===== src/rtl/lsu_access_if.sv =====
// Request, data-bus and response signals of the MEM-stage load/store unit.
// The slave modport is the unit; the master modport is the pipeline plus memory side.
interface lsu_access_if #(
   parameter int ADDR_W = 64,
   parameter int DATA_W = 64
);
   logic              req_valid;
   logic              req_ready;
   logic              req_is_store;
   logic [1:0]        req_size;
   logic              req_unsigned;
   logic [ADDR_W-1:0] req_addr;
   logic [DATA_W-1:0] req_wdata;

   logic              dbus_valid;
   logic [ADDR_W-1:0] dbus_addr;
   logic [2:0]        dbus_size;
   logic [7:0]        dbus_strobe;
   logic [DATA_W-1:0] dbus_wdata;
   logic              dbus_ok;
   logic [DATA_W-1:0] dbus_rdata;

   logic              resp_valid;
   logic              resp_ready;
   logic [DATA_W-1:0] resp_data;
   logic              resp_misalign;
   logic              stall;

   modport slave (
      input  req_valid, req_is_store, req_size, req_unsigned, req_addr, req_wdata,
      input  dbus_ok, dbus_rdata, resp_ready,
      output req_ready, dbus_valid, dbus_addr, dbus_size, dbus_strobe, dbus_wdata,
      output resp_valid, resp_data, resp_misalign, stall
   );

   modport master (
      output req_valid, req_is_store, req_size, req_unsigned, req_addr, req_wdata,
      output dbus_ok, dbus_rdata, resp_ready,
      input  req_ready, dbus_valid, dbus_addr, dbus_size, dbus_strobe, dbus_wdata,
      input  resp_valid, resp_data, resp_misalign, stall
   );
endinterface


===== src/rtl/lsu_access.sv =====
// MEM-stage load/store unit: lane-aligns stores, extends loads, runs a valid/ok
// bus handshake and stalls the pipeline while a transaction is outstanding.
module lsu_access #(
   parameter int ADDR_W = 64,
   parameter int DATA_W = 64
) (
   input  logic         clk,
   input  logic         reset,
   lsu_access_if.slave  lsu
);

   typedef enum logic [1:0] {IDLE, BUSY, DONE} state_t;

   state_t            state_q;
   logic              dbus_valid_q;
   logic [ADDR_W-1:0] addr_q;
   logic [1:0]        size_q;
   logic              unsigned_q;
   logic              store_q;
   logic [7:0]        strobe_q;
   logic [DATA_W-1:0] wdata_q;
   logic              resp_valid_q;
   logic [DATA_W-1:0] resp_data_q;
   logic              misalign_q;

   logic              misalign_d;
   logic [7:0]        strobe_d;
   logic [DATA_W-1:0] wdata_d;
   logic [DATA_W-1:0] load_d;

   function automatic logic [7:0] base_strobe(input logic [1:0] size);
      case (size)
         2'd0:    return 8'h01;
         2'd1:    return 8'h03;
         2'd2:    return 8'h0F;
         default: return 8'hFF;
      endcase
   endfunction

   function automatic logic is_misaligned(input logic [1:0] size, input logic [2:0] off);
      case (size)
         2'd1:    return off[0] != 1'b0;
         2'd2:    return off[1:0] != 2'b00;
         2'd3:    return off != 3'b000;
         default: return 1'b0;
      endcase
   endfunction

   // Doubles take the whole lane, so the unsigned flag has no effect there.
   function automatic logic [DATA_W-1:0] load_extend(input logic [DATA_W-1:0] rdata,
                                                     input logic [1:0] size,
                                                     input logic [2:0] off,
                                                     input logic uns);
      logic [DATA_W-1:0] raw;
      raw = rdata >> {off, 3'b000};
      case (size)
         2'd0:    return uns ? {{(DATA_W-8){1'b0}}, raw[7:0]}
                             : {{(DATA_W-8){raw[7]}}, raw[7:0]};
         2'd1:    return uns ? {{(DATA_W-16){1'b0}}, raw[15:0]}
                             : {{(DATA_W-16){raw[15]}}, raw[15:0]};
         2'd2:    return uns ? {{(DATA_W-32){1'b0}}, raw[31:0]}
                             : {{(DATA_W-32){raw[31]}}, raw[31:0]};
         default: return raw;
      endcase
   endfunction

   assign misalign_d = is_misaligned(lsu.req_size, lsu.req_addr[2:0]);
   assign strobe_d   = lsu.req_is_store ? (base_strobe(lsu.req_size) << lsu.req_addr[2:0]) : 8'h00;
   assign wdata_d    = lsu.req_wdata << {lsu.req_addr[2:0], 3'b000};
   assign load_d     = store_q ? '0 : load_extend(lsu.dbus_rdata, size_q, addr_q[2:0], unsigned_q);

   always_ff @(posedge clk) begin
      if (!reset) begin
         state_q      <= IDLE;
         dbus_valid_q <= 1'b0;
         resp_valid_q <= 1'b0;
         misalign_q   <= 1'b0;
         strobe_q     <= 8'h00;
         addr_q       <= '0;
         wdata_q      <= '0;
         resp_data_q  <= '0;
      end else begin
         case (state_q)
            IDLE: begin
               if (lsu.req_valid) begin
                  if (misalign_d) begin
                     misalign_q   <= 1'b1;
                     resp_data_q  <= '0;
                     resp_valid_q <= 1'b1;
                     state_q      <= DONE;
                  end else begin
                     addr_q       <= lsu.req_addr;
                     size_q       <= lsu.req_size;
                     unsigned_q   <= lsu.req_unsigned;
                     store_q      <= lsu.req_is_store;
                     strobe_q     <= strobe_d;
                     wdata_q      <= wdata_d;
                     dbus_valid_q <= 1'b1;
                     state_q      <= BUSY;
                  end
               end
            end
            BUSY: begin
               if (lsu.dbus_ok) begin
                  dbus_valid_q <= 1'b0;
                  resp_data_q  <= load_d;
                  resp_valid_q <= 1'b1;
                  state_q      <= DONE;
               end
            end
            DONE: begin
               if (lsu.resp_ready) begin
                  resp_valid_q <= 1'b0;
                  misalign_q   <= 1'b0;
                  state_q      <= IDLE;
               end
            end
            default: state_q <= IDLE;
         endcase
      end
   end

   assign lsu.req_ready     = (state_q == IDLE);
   assign lsu.stall         = ((state_q == IDLE) && lsu.req_valid) || (state_q == BUSY) ||
                              ((state_q == DONE) && !lsu.resp_ready);
   assign lsu.dbus_valid    = dbus_valid_q;
   assign lsu.dbus_addr     = addr_q;
   assign lsu.dbus_size     = {1'b0, size_q};
   assign lsu.dbus_strobe   = strobe_q;
   assign lsu.dbus_wdata    = wdata_q;
   assign lsu.resp_valid    = resp_valid_q;
   assign lsu.resp_data     = resp_data_q;
   assign lsu.resp_misalign = misalign_q;

endmodule


===== src/flat_wrapper.sv =====
// flat-port wrapper written by rule: the top's interface ports become plain ports
module lsu_access_flat 
#(
   parameter int ADDR_W = 64,
   parameter int DATA_W = 64
)
  (clk, reset, lsu_req_valid, lsu_req_is_store, lsu_req_size, lsu_req_unsigned, lsu_req_addr, lsu_req_wdata, lsu_dbus_ok, lsu_dbus_rdata, lsu_resp_ready, lsu_req_ready, lsu_dbus_valid, lsu_dbus_addr, lsu_dbus_size, lsu_dbus_strobe, lsu_dbus_wdata, lsu_resp_valid, lsu_resp_data, lsu_resp_misalign, lsu_stall);
  lsu_access_if #(.ADDR_W(ADDR_W), .DATA_W(DATA_W)) lsu_i ();
  input  logic clk;
  input  logic reset;
  input wire logic [$bits(lsu_i.req_valid)-1:0] lsu_req_valid;
  input wire logic [$bits(lsu_i.req_is_store)-1:0] lsu_req_is_store;
  input wire logic [$bits(lsu_i.req_size)-1:0] lsu_req_size;
  input wire logic [$bits(lsu_i.req_unsigned)-1:0] lsu_req_unsigned;
  input wire logic [$bits(lsu_i.req_addr)-1:0] lsu_req_addr;
  input wire logic [$bits(lsu_i.req_wdata)-1:0] lsu_req_wdata;
  input wire logic [$bits(lsu_i.dbus_ok)-1:0] lsu_dbus_ok;
  input wire logic [$bits(lsu_i.dbus_rdata)-1:0] lsu_dbus_rdata;
  input wire logic [$bits(lsu_i.resp_ready)-1:0] lsu_resp_ready;
  output wire logic [$bits(lsu_i.req_ready)-1:0] lsu_req_ready;
  output wire logic [$bits(lsu_i.dbus_valid)-1:0] lsu_dbus_valid;
  output wire logic [$bits(lsu_i.dbus_addr)-1:0] lsu_dbus_addr;
  output wire logic [$bits(lsu_i.dbus_size)-1:0] lsu_dbus_size;
  output wire logic [$bits(lsu_i.dbus_strobe)-1:0] lsu_dbus_strobe;
  output wire logic [$bits(lsu_i.dbus_wdata)-1:0] lsu_dbus_wdata;
  output wire logic [$bits(lsu_i.resp_valid)-1:0] lsu_resp_valid;
  output wire logic [$bits(lsu_i.resp_data)-1:0] lsu_resp_data;
  output wire logic [$bits(lsu_i.resp_misalign)-1:0] lsu_resp_misalign;
  output wire logic [$bits(lsu_i.stall)-1:0] lsu_stall;
  assign lsu_i.req_valid = lsu_req_valid;
  assign lsu_i.req_is_store = lsu_req_is_store;
  assign lsu_i.req_size = lsu_req_size;
  assign lsu_i.req_unsigned = lsu_req_unsigned;
  assign lsu_i.req_addr = lsu_req_addr;
  assign lsu_i.req_wdata = lsu_req_wdata;
  assign lsu_i.dbus_ok = lsu_dbus_ok;
  assign lsu_i.dbus_rdata = lsu_dbus_rdata;
  assign lsu_i.resp_ready = lsu_resp_ready;
  assign lsu_req_ready = lsu_i.req_ready;
  assign lsu_dbus_valid = lsu_i.dbus_valid;
  assign lsu_dbus_addr = lsu_i.dbus_addr;
  assign lsu_dbus_size = lsu_i.dbus_size;
  assign lsu_dbus_strobe = lsu_i.dbus_strobe;
  assign lsu_dbus_wdata = lsu_i.dbus_wdata;
  assign lsu_resp_valid = lsu_i.resp_valid;
  assign lsu_resp_data = lsu_i.resp_data;
  assign lsu_resp_misalign = lsu_i.resp_misalign;
  assign lsu_stall = lsu_i.stall;
  lsu_access #(.ADDR_W(ADDR_W), .DATA_W(DATA_W)) u_core (.clk(clk), .reset(reset), .lsu(lsu_i));
endmodule

===== config.mk =====
export PLATFORM = sky130hd
export DESIGN_NAME = lsu_access_flat
export DESIGN_NICKNAME = d
export VERILOG_FILES = /design/src/rtl/lsu_access_if.sv /design/src/rtl/lsu_access.sv /design/src/flat_wrapper.sv
export SDC_FILE = /design/constraint.sdc
export NUM_CORES = 1
export LEC_CHECK = 0
export ABC_AREA = 1
export CAP_MARGIN = 20
export CELL_PAD_IN_SITES_DETAIL_PLACEMENT = 1
export CELL_PAD_IN_SITES_GLOBAL_PLACEMENT = 1
export CORE_MARGIN = 2
export CORE_UTILIZATION = 31
export CTS_CLUSTER_SIZE = 16
export DETAILED_ROUTE_END_ITERATION = 8
export GPL_ROUTABILITY_DRIVEN = 0
export GPL_TIMING_DRIVEN = 0
export HOLD_SLACK_MARGIN = 0.03
export PLACE_DENSITY = 0.78
export SETUP_SLACK_MARGIN = 0.3
export SYNTH_ARGS = -nofsm -noshare
export SYNTH_HDL_FRONTEND = slang
export SYNTH_SLANG_ARGS = --single-unit
export TNS_END_PERCENT = 20

===== constraint.sdc =====
create_clock -name clk -period 2.2 [get_ports clk]
set_input_delay 0.44 -clock clk [delete_from_list [all_inputs] [get_ports clk]]
set_output_delay 0.44 -clock clk [all_outputs]
set_load 0.02 [all_outputs]

==> results.toml <==
[clock_tree]
cts.sinks = 209
cts_buffers = 26
clock_tree.root_cell = "clkbuf_16"
path_clk_slew_ns = 0.06
cts_tree = "yes"
clk_latency_ns = 0.54
postCtsHoldBufs = 0
clock_path_buffers = 3
cts_max_level = 1

[final_layout]
drive_above_1_share_pct = 9.354
nFillCells = 4686
area_growth_pct = 50.50
fin_nets = 2431
seqCellArea_um2 = 4229
multi_input_area_um2 = 6106
final_cell_area_um2 = 17330

[yosys]
synth_area_leaders = "dfxtp_1, nand2_1, a21oi_1"
synth_common_cells = "nand2_1, a21oi_1, o21ai_0"
synthesis.nets = 1985
yosysWarnings = 0
synth_most_common_cell = "nand2_1"
seq_area_frac_synth_pct = 36.69
synth.distinct_cells = 36
avgSynthCellArea_um2 = 6.454
synth_largest_area_cell = "dfxtp_1"
synth_area_um2 = 11510
ys_ff_latch = 209
synth_top_area_share_pct = 35.64
async_flop_share_pct = 0
synth_ff_type = "dfxtp_1"
synth-edff-count = 4
postSynthCellCount = 1784

[timing]
period_share_pct = 93.61
final_max_slew_viol_count = 0
setup-tns-final_ns = 0
rsz0062_at_grt = "yes"
tightest_slew_ns = 0.8274
clock_skew_ns = 0.008980
setup-violations-final = 0
max-slew-margin-rel_pct = 44.84
period_minus_slack_ns = 2.059
hold_viol = 0
fmax_mhz = 485.6

[floorplan]
ios = 409
initial_core_util_pct = 31.45
die_h_um = 196.7
rows = 70
die_w_um = 196.7
die_area_um2 = 38700
core_region_area_um2 = 36610

[worst_setup_path]
worstSetupStartpointType = "flip-flop"
cpPeakStageDelay_ns = 0.37
cp.required_ns = 1.76
crit_chain = "nor2_4 -> inv_1 -> nor2_1 -> nor2_1 -> nand2_1 -> clkdlybuf4s15_2"
arrival_ns = 1.62
regToRegStartpoint = "u_core.lsu.dbus_addr[0]$_SDFFE_PN0P_"
endpoint_kind = "output port"
critPathLaunch = "u_core.state_q[1]$_SDFFE_PN0P_"
path_delay_family = "flip-flops"
path_buf_inv = 2
cpMostUsedCell = "nor2_1"
critPathSlowestCell = "dfxtp_1"
worstPathMaxFanout = 5
crit_type = "reg2out"

[global_route]
grt_max_degree = 14
grt_pass1_vias = 14480
groute.usage.overall_pct = 29.12
grt_pass1_wl_mm = 86.31
antenna_found_initial = 3
grt_overflow_total = 0

[detailed_routing]
ant_nets = 0
drt_wl_total_mm = 58.58
drc = 0
num_vias = 14250
routedWlPerCell_um = 21.58
firstDrtPassIters = 5
via_per_inst = 5.250
dr.first_iter.drc_count = 1065

[flow_run]
cap_violations = 0

[place]
placed_cell_area_um2 = 16150
portBuffers = 405
dpl.hpwl_mm = 47.15

[power]
leakage_nw = 7.494
p_per_area_nw_per_um2 = 679.7
vdd_ir_drop_max_v = 0.0005000

[hold_path]
min_from = "lsu_req_size[1]"
min_path_type = "in2reg"

[outcome]
outcome = "complete, no violations"
[path summary, 6_finish.rpt]
path | endpoint | slack (ns) | cells past startpoint
max reg2reg | u_core.lsu.resp_data[29]$_SDFFE_PN0P_ | 0.22 | 9
min | u_core.size_q[1]$_DFFE_PP_ | 0.23 | 1
max | lsu_stall | 0.14 | 6
min reg2reg | u_core.lsu.dbus_wdata[60]$_SDFFE_PN0P_ | 0.45 | 2
[cell families (layout without fill, tap and decap cells)]
family	Yosys count	count (layout)	share of synthesized area, %
and+or+nand+nor	753	753	27.28
AOI/OAI and AO/OA	535	535	24.83
buffers and inverters	283	744	10.91
DFF	209	209	36.69
muxes	3	3	0.2608
other	1	2	0.03257
[per-stage QoR]
step / hold slack (ns) / util [%] / total power [mW] / setup WS [ns] / std cells
after floorplan: 0.5202 / - / 5.969 / 0.4926 / 1784
after global placement: 0.4320 / 44.12 / 7.547 / -0.7173 / 2657
after detailed placement: 0.4360 / 44.12 / 7.606 / -0.7375 / 2657
after CTS: 0.2436 / 46.47 / 11.74 / 0.06190 / 2701
after global routing: 0.2391 / 47.33 / 12.28 / 0.05858 / 2714
final: 0.2338 / 47.33 / 11.78 / 0.1407 / 2714
[sequential cells by signal, summed over array words and instances (netlist names)]
name and count:
u_core.lsu.dbus_wdata 64, u_core.lsu.resp_misalign 1, u_core.unsigned_q 1, u_core.store_q 1, u_core.lsu.resp_data 64, u_core.lsu.dbus_addr 64, u_core.lsu.dbus_valid 1, u_core.lsu.dbus_strobe 8
u_core.size_q 2, u_core.lsu.resp_valid 1, u_core.state_q 2
[what timing repair did]
item                                    CTS  global route
setup buffers                             1            12
pin swaps                                 0            12
resized for setup                        41           131
endpoints found under the setup margin  410           398
[worst reg2reg max path, cell delays in order, from the launching register on]
cell,delay [ns]
dfxtp_4,0.36
buf_6,0.14
buf_6,0.14
buf_2,0.18
o21ai_0,0.47
o21ai_0,0.21
nand2_1,0.12
nand2_1,0.07
nand2_1,0.08
a21oi_1,0.06
[cells in the final DEF (no fill, tap or decap), types with 6 or more instances in the layout]
master / netlist / routed
nand2_1: 539 / 536
clkdlybuf4s50_1: 0 / 362
a21oi_1: 234 / 231
dfxtp_1: 205 / 203
o21ai_0: 228 / 192
inv_1: 131 / 130
nand3_1: 131 / 130
clkbuf_1: 54 / 44
buf_2: 55 / 41
nor2_1: 42 / 40
dlymetal6s2s_1: 0 / 37
o211ai_1: 36 / 36
o21ai_1: 3 / 36
buf_4: 15 / 33
o21bai_1: 32 / 31
clkbuf_16: 0 / 27
or2_2: 22 / 22
clkbuf_2: 1 / 14
buf_6: 9 / 13
clkbuf_4: 0 / 11
buf_1: 11 / 8
inv_2: 6 / 6
[where the power goes]
group | total (mW) | internal, mW | switching, mW
sequential | 4.18 | 4.03 | 0.146
clock | 4.08 | 2.37 | 1.71
combinational | 3.52 | 1.37 | 2.15
[metal layers]
layer | vias up | global-route usage (%) | part of all wire [%]
met4 | 0 | 9.858 | 3.5
li1 | 6741 | - | -
met5 | - | 0 | 0
met2 | 558 | 51.54 | 49
met3 | 126 | 4.620 | 5.9
met1 | 6824 | 35.89 | 41
[area by class of cell]
class                           instances  area share (%)
Clock inverter                          6          0.2960
Sequential cell                       209           24.41
Inverter                              138           3.033
Timing Repair Buffer                  418           24.46
Tap cell                              468           3.379
Antenna cell                            1         0.01444
Clock buffer                           37           4.347
Multi-Input combinational cell       1292           35.24
Buffer                                145           4.831
No activity file was read; power rests on OpenSTA's default activity.
